File: config.mk
export PLATFORM = sky130hd
export DESIGN_NAME = fft_addr_gen
export DESIGN_NICKNAME = d
export VERILOG_FILES = /design/src/rtl/fft_pkg.sv /design/src/rtl/bf_addr_calc.sv /design/src/rtl/fft_addr_gen.sv
export SDC_FILE = /design/constraint.sdc
export NUM_CORES = 1
export LEC_CHECK = 0
export ABC_AREA = 1
export CAP_MARGIN = 20
export CORE_ASPECT_RATIO = 0.7
export CORE_MARGIN = 5
export CORE_UTILIZATION = 57
export CTS_BUF_LIST = sky130_fd_sc_hd__clkbuf_4 sky130_fd_sc_hd__clkbuf_8
export CTS_CLUSTER_SIZE = 16
export DETAILED_ROUTE_END_ITERATION = 10
export HOLD_SLACK_MARGIN = 0.08
export PLACE_DENSITY = 0.82
export SYNTH_ARGS = -nofsm -noshare
export SYNTH_HDL_FRONTEND = slang
export SYNTH_SLANG_ARGS = --single-unit
File: constraint.sdc
create_clock -name clk -period 3.25 [get_ports clk]
set_input_delay 0.65 -clock clk [delete_from_list [all_inputs] [get_ports clk]]
set_output_delay 0.65 -clock clk [all_outputs]
set_load 0.05 [all_outputs]
File: src/rtl/fft_pkg.sv
// fft_pkg: shared FSM state type, address/twiddle widths and N decoding
// for the FFT read-address generator.
package fft_pkg;

  localparam int ADDR_W = 10;
  localparam int TW_W   = 9;
  localparam int SH_W   = 4;

  typedef enum logic [1:0] {
    S_IDLE,
    S_RUN,
    S_WAIT,
    S_DONE
  } state_t;

  // N = 8 << code, wide enough for N = 1024
  function automatic logic [ADDR_W:0] fft_n(
    input logic [2:0] code
  );
    return (ADDR_W+1)'(8) << code;
  endfunction

endpackage

File: src/rtl/bf_addr_calc.sv
// bf_addr_calc: combinational butterfly addressing for one lane.
// Ports: b/stride/sh in; top/bot operand addresses and twiddle index out.
module bf_addr_calc
  import fft_pkg::*;
(
  input  logic [ADDR_W-1:0] b,
  input  logic [ADDR_W-1:0] stride,
  input  logic [SH_W-1:0]   sh,
  output logic [ADDR_W-1:0] top,
  output logic [ADDR_W-1:0] bot,
  output logic [TW_W-1:0]   twiddle
);

  logic [ADDR_W-1:0] mask;
  logic [ADDR_W-1:0] j;
  logic [ADDR_W-1:0] hi;

  // stride is a power of two: j = b mod S, hi = (b / S) * S
  assign mask = stride - ADDR_W'(1);
  assign j    = b & mask;
  assign hi   = b & ~mask;

  // top = g*2S + j ; bot = top + S (bit S is clear in top)
  assign top     = (hi << 1) | j;
  assign bot     = top | stride;
  assign twiddle = TW_W'(j << sh);

endmodule

File: src/rtl/fft_addr_gen.sv
// fft_addr_gen: per-stage butterfly read-address/twiddle issue with a
// PIPE-deep output pipeline; LANES butterflies per cycle, ping-pong bank tag.
module fft_addr_gen
  import fft_pkg::*;
#(
  parameter int LANES = 4,
  parameter int PIPE  = 2
) (
  input  logic                    clk,
  input  logic                    i_resetn,
  input  logic [2:0]              i_point_configuration,
  input  logic                    i_working,
  input  logic [ADDR_W-1:0]       i_stride,
  input  logic                    i_new_stage_trigger,
  input  logic                    i_sram_read_register,
  input  logic                    i_fft_done,
  output logic [LANES*ADDR_W-1:0] o_addr_top,
  output logic [LANES*ADDR_W-1:0] o_addr_bot,
  output logic [LANES*TW_W-1:0]   o_twiddle_idx,
  output logic                    o_bank_sel,
  output logic                    o_valid,
  output logic                    o_stage_issued
);

  localparam int LW = LANES * ADDR_W;
  localparam int TW = LANES * TW_W;

  state_t            state, state_n;
  logic [ADDR_W-1:0] k, k_step, half, stride_q;
  logic [SH_W-1:0]   sh;
  logic              bank_q;
  logic              issue, last, start, advance;

  assign half    = ADDR_W'(fft_n(i_point_configuration) >> 1);
  assign k_step  = k + ADDR_W'(LANES);
  assign issue   = (state == S_RUN) && i_working;
  assign last    = issue && (k_step >= half);
  assign start   = (state == S_IDLE) && i_working && !i_fft_done;
  assign advance = (state == S_WAIT) && i_new_stage_trigger
                   && !i_fft_done;

  always_ff @(posedge clk or negedge i_resetn) begin
    if (!i_resetn) state <= S_IDLE;
    else           state <= state_n;
  end

  always_comb begin
    state_n = state;
    unique case (state)
      S_IDLE:  if (i_working) state_n = S_RUN;
      S_RUN:   if (last) state_n = S_WAIT;
      S_WAIT:  if (i_new_stage_trigger) state_n = S_RUN;
      S_DONE:  state_n = S_DONE;
      default: state_n = S_IDLE;
    endcase
    if (i_fft_done) state_n = S_DONE;
  end

  always_ff @(posedge clk or negedge i_resetn) begin
    if (!i_resetn) begin
      k        <= '0;
      sh       <= '0;
      stride_q <= '0;
      bank_q   <= 1'b0;
    end else if (start) begin
      k        <= '0;
      sh       <= '0;
      stride_q <= i_stride;
      bank_q   <= i_sram_read_register;
    end else if (advance) begin
      k        <= '0;
      sh       <= sh + SH_W'(1);
      stride_q <= i_stride;
      bank_q   <= i_sram_read_register;
    end else if (issue) begin
      // saturate at N/2 so a partial last group never wraps
      k <= last ? half : k_step;
    end
  end

  logic [LW-1:0] c_top, c_bot;
  logic [TW-1:0] c_tw;

  for (genvar l = 0; l < LANES; l++) begin : g_lane
    logic [ADDR_W-1:0] b, top, bot;
    logic [TW_W-1:0]   tw;
    logic              en;

    assign b  = k + ADDR_W'(l);
    assign en = issue && (b < half);

    bf_addr_calc u_calc (
      .b       (b),
      .stride  (stride_q),
      .sh      (sh),
      .top     (top),
      .bot     (bot),
      .twiddle (tw)
    );

    assign c_top[l*ADDR_W +: ADDR_W] = en ? top : '0;
    assign c_bot[l*ADDR_W +: ADDR_W] = en ? bot : '0;
    assign c_tw[l*TW_W +: TW_W]      = en ? tw  : '0;
  end

  logic [PIPE-1:0] p_valid, p_last, p_bank;
  logic [LW-1:0]   p_top [PIPE];
  logic [LW-1:0]   p_bot [PIPE];
  logic [TW-1:0]   p_tw  [PIPE];

  always_ff @(posedge clk or negedge i_resetn) begin
    if (!i_resetn) begin
      p_valid <= '0;
      p_last  <= '0;
      p_bank  <= '0;
      for (int i = 0; i < PIPE; i++) begin
        p_top[i] <= '0;
        p_bot[i] <= '0;
        p_tw[i]  <= '0;
      end
    end else begin
      p_valid[0] <= issue;
      p_last[0]  <= last;
      p_bank[0]  <= issue ? bank_q : 1'b0;
      p_top[0]   <= c_top;
      p_bot[0]   <= c_bot;
      p_tw[0]    <= c_tw;
      for (int i = 1; i < PIPE; i++) begin
        p_valid[i] <= p_valid[i-1];
        p_last[i]  <= p_last[i-1];
        p_bank[i]  <= p_bank[i-1];
        p_top[i]   <= p_top[i-1];
        p_bot[i]   <= p_bot[i-1];
        p_tw[i]    <= p_tw[i-1];
      end
    end
  end

  assign o_valid        = p_valid[PIPE-1];
  assign o_stage_issued = p_last[PIPE-1];
  assign o_bank_sel     = p_bank[PIPE-1];
  assign o_addr_top     = p_top[PIPE-1];
  assign o_addr_bot     = p_bot[PIPE-1];
  assign o_twiddle_idx  = p_tw[PIPE-1];

endmodule

[Word-level counts from Yosys, hierarchy flattened]
Index checks and enable logic that the tools add are counted.
Widths: inputs -> output; s select.
Word-level totals
  register bits: 265
  word-level logic and storage cells: 96
Operators by class
  order comparisons: 5
  bitwise operators: 17
  equal/unequal tests: 6
  reductions and logical operators: 15
  shift-type cells: 5
  multiplexer cells: 28
  add/subtract/negate cells: 6
Operators with widths (count)
  $mux 10: 14
  $or 10x10->10: 8
  $and 10x10->10: 4
  $lt 10x10->1: 4
  $shl 10x4->9: 4
  $and 9x9->9: 4
  $mux 9: 4
  $add 10x2->10 const B: 2
  $shl 4x3->11 const A: 1
  $add 10x1->10 const B: 1
  $add 10x3->10 const B: 1
  $ge 10x10->1: 1
  $logic_and 1x1->1: 10
  $sub 10x1->10 const B: 1
  $ne 3x3->1 const B: 3
  $not 9->9: 1
  $mux 2: 4
  $mux 4: 2
  $pmux 2 s4: 1
  $add 4x1->4 const B: 1
  $eq 2x2->1 const B: 2
  $mux 1: 3
  $reduce_and 3->1: 1
  $reduce_bool 3->1: 1
  other kinds (4): 4

[Depth between registers and ports, before layout]
  depth in word-level cells: 7
  depth in mapped cells: 15
  depth with buffers taken out: 14

[Modules after synthesis]
A second synthesis with hierarchy kept.
Second synthesis, totals
  cells, all modules: 1546
  area total of the unflattened synthesis: 13281.5 um^2
Modules (own cells, without submodules)
  fft_addr_gen: cells each 910, area each 10358.7 um^2, times used 1
  bf_addr_calc: cells each 159, area each 730.7 um^2, times used 4

[Least setup slack after synthesis]
OpenSTA, ideal clock, no wires.
  path type: flip-flop to flip-flop
  start point: reg k[4]
  end point: reg k[5]
  clock period less this slack: 2.375 ns
  required time: 3.127 ns
  stages on the path, launching flop included: 16
  arrival time: 2.252 ns
  path slack: 0.875 ns
  library setup time: 0.123 ns
  cell sequence: dfrtp_1 > buf_2 > nand3_1 > nor3b_1 > nand2_1 > xor2_1 > inv_1 > ha_1 > nand2_1 > nor2_1 > nand4_1 > o2111ai_1 > clkbuf_1 > a21oi_1 > o21ai_0 > nand2_1
Between the ends
  longest elaborated chain between the ends: 7
RTL lines
  from (decl): RTL line fft_addr_gen.sv:29  | logic [ADDR_W-1:0] k, k_step, half, stride_q;
  from (signal assigned): RTL line fft_addr_gen.sv:77  | k <= last ? half : k_step;
  $add 10x3->10 *: RTL line fft_addr_gen.sv:35  | assign k_step = k + ADDR_W'(LANES);
  $ge 10x10->1: RTL line fft_addr_gen.sv:37  | assign last = issue && (k_step >= half);
  $logic_and 1x1->1: RTL line fft_addr_gen.sv:37
  $mux 10 *: RTL line fft_addr_gen.sv:77
  $mux 10 *: RTL line fft_addr_gen.sv:75  | end else if (issue) begin
  $mux 10 *: RTL line fft_addr_gen.sv:70  | end else if (advance) begin
  $mux 10 *: RTL line fft_addr_gen.sv:65  | end else if (start) begin
Every way passes the cells marked *; elsewhere a longest branch is shown, timed or not. The select of a mux whose other input is x is not followed.
A chain may end at the register's enable or synchronous reset.

[Worst setup path after layout]
  start point: reg k[4]
  end point: reg k[4]
Between the ends
  longest elaborated chain between the ends: 7
RTL lines
  $add 10x3->10: RTL line fft_addr_gen.sv:35
  $ge 10x10->1: RTL line fft_addr_gen.sv:37
  $logic_and 1x1->1: RTL line fft_addr_gen.sv:37
  via last: RTL line fft_addr_gen.sv:32  | logic issue, last, start, advance;
  $mux 10: RTL line fft_addr_gen.sv:77
  $mux 10: RTL line fft_addr_gen.sv:75
  $mux 10: RTL line fft_addr_gen.sv:70
  $mux 10: RTL line fft_addr_gen.sv:65
The timed path passes the listed nets, and every way through them passes these cells. The select of a mux whose other input is x is not followed.

==> run_results.csv <==
group,metric,value,unit
pwr,leakagePower,0.00608,uW
critical_path,start_kind,"flip-flop",
clocking,clk_pin_slew_worst_paths,60,ps
critical_path,critPathBufInv,2,
synth,synth_area_leaders,"dfrtp_1, buf_4, nand2_1",
timing,finalSetupViolations,0,
placed_design,place.gp.congestion,0.955,
route,drt_drc_violations_left,0,
timing,fmax,0.346,GHz
global_route,antenna_found_initial,0,
synth,syn_avg_cell_area,10.8,sq um
synth,netlist_area,10200,sq um
critical_path,worstRegToRegCells,14,
timing,finalHoldViolations,0,
floorplanning,initial_core_util,0.574,
global_route,grt_max_degree,96,
timing,min_period,2890,ps
finish,final_net_count,1052,
clocking,cts-htree-levels,2,
critical_path,timing.rr.end,"k[4]",
synth,seq_area_frac_synth,0.644,
route,num_vias,6291,
synth,ys_async_sr_fraction,1.00,
route,via_per_inst,5.00,
critical_path,cp_top_family,"simple AND/OR/NAND/NOR gates",
floorplanning,die_area,20700,sq um
synth,synthCells,949,
clocking,cts_resized,0,
clocking,cts_buffer_depth,3,
critical_path,end_kind,"flip-flop",
global_route,grt_overflow,0,
global_route,grt_usage,0.209,
timing,fin_skew,26.7,ps
synth,synth_top_area_share,0.644,
clocking,cts_tree,"yes",
pwr,report.power.total,7800,uW
placed_design,place_hpwl,14600,microns
critical_path,path_class,"flip-flop to flip-flop",
critical_path,critPathArrivalTime,3280,ps
timing,slew_headroom,0.520,
clocking,clk_latency,530,ps
synth,yosys_warnings,0,
route,drtIter0Drc,668,
synth,synthTopCellsByCount,"dfrtp_1, nand2_1, buf_4",
critical_path,rrSetupSlack,360,ps
clocking,cts_setup_buffers,0,
hold_path,min_path_type,"primary input to asynchronous set/reset pin",
clocking,root_buffer,"clkbuf_8",
route,firstDrtPassIters,5,
critical_path,crit_slowest_cell,"dfrtp_1",
pwr,vdd_ir_drop_max,0.000297,V
placed_design,portBuffers,137,
synth,yosysUniqueCellTypes,34,
timing,drv_slew,0,
job,maxCapViolations,0,
timing,fin_setup_tns,0,ps
clocking,cts.sinks,263,
synth,ys.flop_type,"dfrtp_1",
critical_path,crit_fanout,9,
synth,ys_seq_elements,263,
finish,n_antenna_cell,0,
timing,fin_crit_sh,0.889,
outcome,outcome,"complete, no violations",
critical_path,crit_top_cell,"nand2_1",
route,drt-wirelength-per-cell,16.3,microns
critical_path,crit_path_max_incr_delay,560,ps
synth,synth_edf_count,0,
timing,rsz0062_at_grt,"false",
route,finalWirelength,20500,microns
floorplanning,coreArea,17800,sq um
clocking,cts_hold_buf,0,
route,ant_nets,0,
synth,yosysMostFrequentCell,"dfrtp_1",
critical_path,cp.required,3650,ps
critical_path,timing.rr.start,"k[4]",
floorplanning,io_pins,138,
global_route,grt_pass1_wl,33900,microns
critical_path,cp_cell_sequence,"nand3_1 > nor3b_1 > nand2_1 > xor2_1 > inv_1 > ha_1 > nand2_1 > nor2_1 > nand4_1 > o2111ai_1 > nand2_1 > inv_1 > o21ai_0 > nand2_1",
synth,yosys.area.top_type,"dfrtp_1",
floorplanning,die_y,122,microns
timing,max_slew.worst_pin.slew,721,ps
floorplanning,fp.dieW,170,microns
floorplanning,rows,41,
critical_path,worstSetupStartpoint,"k[4]",
finish,area_delta_synth_final,15.8,%
global_route,grt_pass1_vias,6446,
pwr,p_per_area,660,nW/um^2
clocking,numCtsBuffers,37,
finish,layout-drive-gt1-share,0.0929,
metrics by stage:
step / instances / util / area (sq um) / hold WS [ps] / setup slack [ps]
after floorplan: 954 / - / 10200 / 331 / 875
after global placement: 1196 / 0.621 / 11100 / 332 / 238
after detailed placement: 1196 / 0.621 / 11100 / 335 / 110
after CTS: 1259 / 0.664 / 11800 / 163 / 467
after global routing: 1259 / 0.664 / 11800 / 196 / 82.3
final: 1259 / 0.664 / 11800 / 162 / 361
final cells by class:
class                           instances  area, sq um
Clock buffer                           58          729
Clock inverter                          5         41.3
Fill cell                            1232         5980
Inverter                               77          289
Multi-Input combinational cell        470         2380
Sequential cell                       263         6580
Tap cell                              236          295
Timing Repair Buffer                  150         1510
worst max-delay path by stage:
stage,endpoint,slack (ps),depth (start not counted)
after floorplan,k[5],870,15
after detailed placement,p_tw[59],110,11
after CTS,k[3],470,14
final,k[4],360,14
after global placement,p_tw[56],240,12
after global routing,k[3],80,14
layer usage:
layer,GRT usage,share of wire,vias to the layer above
met4,0.0703,0.028,0
met1,0.303,0.44,3049
met2,0.312,0.45,257
met5,0,0,-
met3,0.0529,0.085,41
li1,-,-,2944
flip-flops by register name, indices dropped and copies added (netlist names):
register,count
p_bank,2
p_tw,36
stride_q,10
bank_q,1
o_addr_top,40
p_bot,40
p_top,40
o_addr_bot,40
state,2
p_last,2
sh,4
o_twiddle_idx,36
p_valid,2
k,8
power breakdown:
part / switching, uW / leakage, uW / internal [uW]
Combinational: 1110 / 0.00209 / 531
Sequential: 193 / 0.00359 / 3380
Clock: 1160 / 0.000404 / 1430
Total: 2460 / 0.00608 / 5340
placed cells by master (no fill, tap or decap):
cell type,Yosys,routed
clkbuf_8,0,47
buf_8,0,1
xor2_2,2,2
nand3_1,41,41
dfrtp_1,263,263
nor3_2,1,1
a21oi_1,37,37
nand3_2,3,3
nand2_2,4,4
inv_1,69,69
a221oi_1,1,1
nand4_2,1,1
buf_4,116,10
xor2_1,4,4
clkinv_1,4,4
inv_2,4,4
xnor2_1,1,1
a21o_1,1,1
o2111ai_1,1,1
o21a_1,1,1
nor2_2,2,2
and2_1,1,1
clkdlybuf4s50_1,0,136
conb_1,1,6
nor3b_1,1,1
nor3_1,7,7
nand2_1,155,155
nand4_1,7,7
buf_12,0,3
o21bai_1,1,1
a21oi_2,1,1
clkinv_8,0,1
o21ai_0,41,41
clkinv_2,0,2
clkbuf_4,0,11
ha_1,34,34
o21ai_1,2,2
clkinvlp_4,0,2
and3_1,2,2
nor2_1,112,112
cells by family after synthesis:
family	synth area share
xor+xnor	0.00747
simple gates	0.137
other cells	0.000367
flops	0.644
compound gates	0.0440
fa+ha+maj	0.0416
buf+inv	0.125
Power figures use the tool's default switching activity.
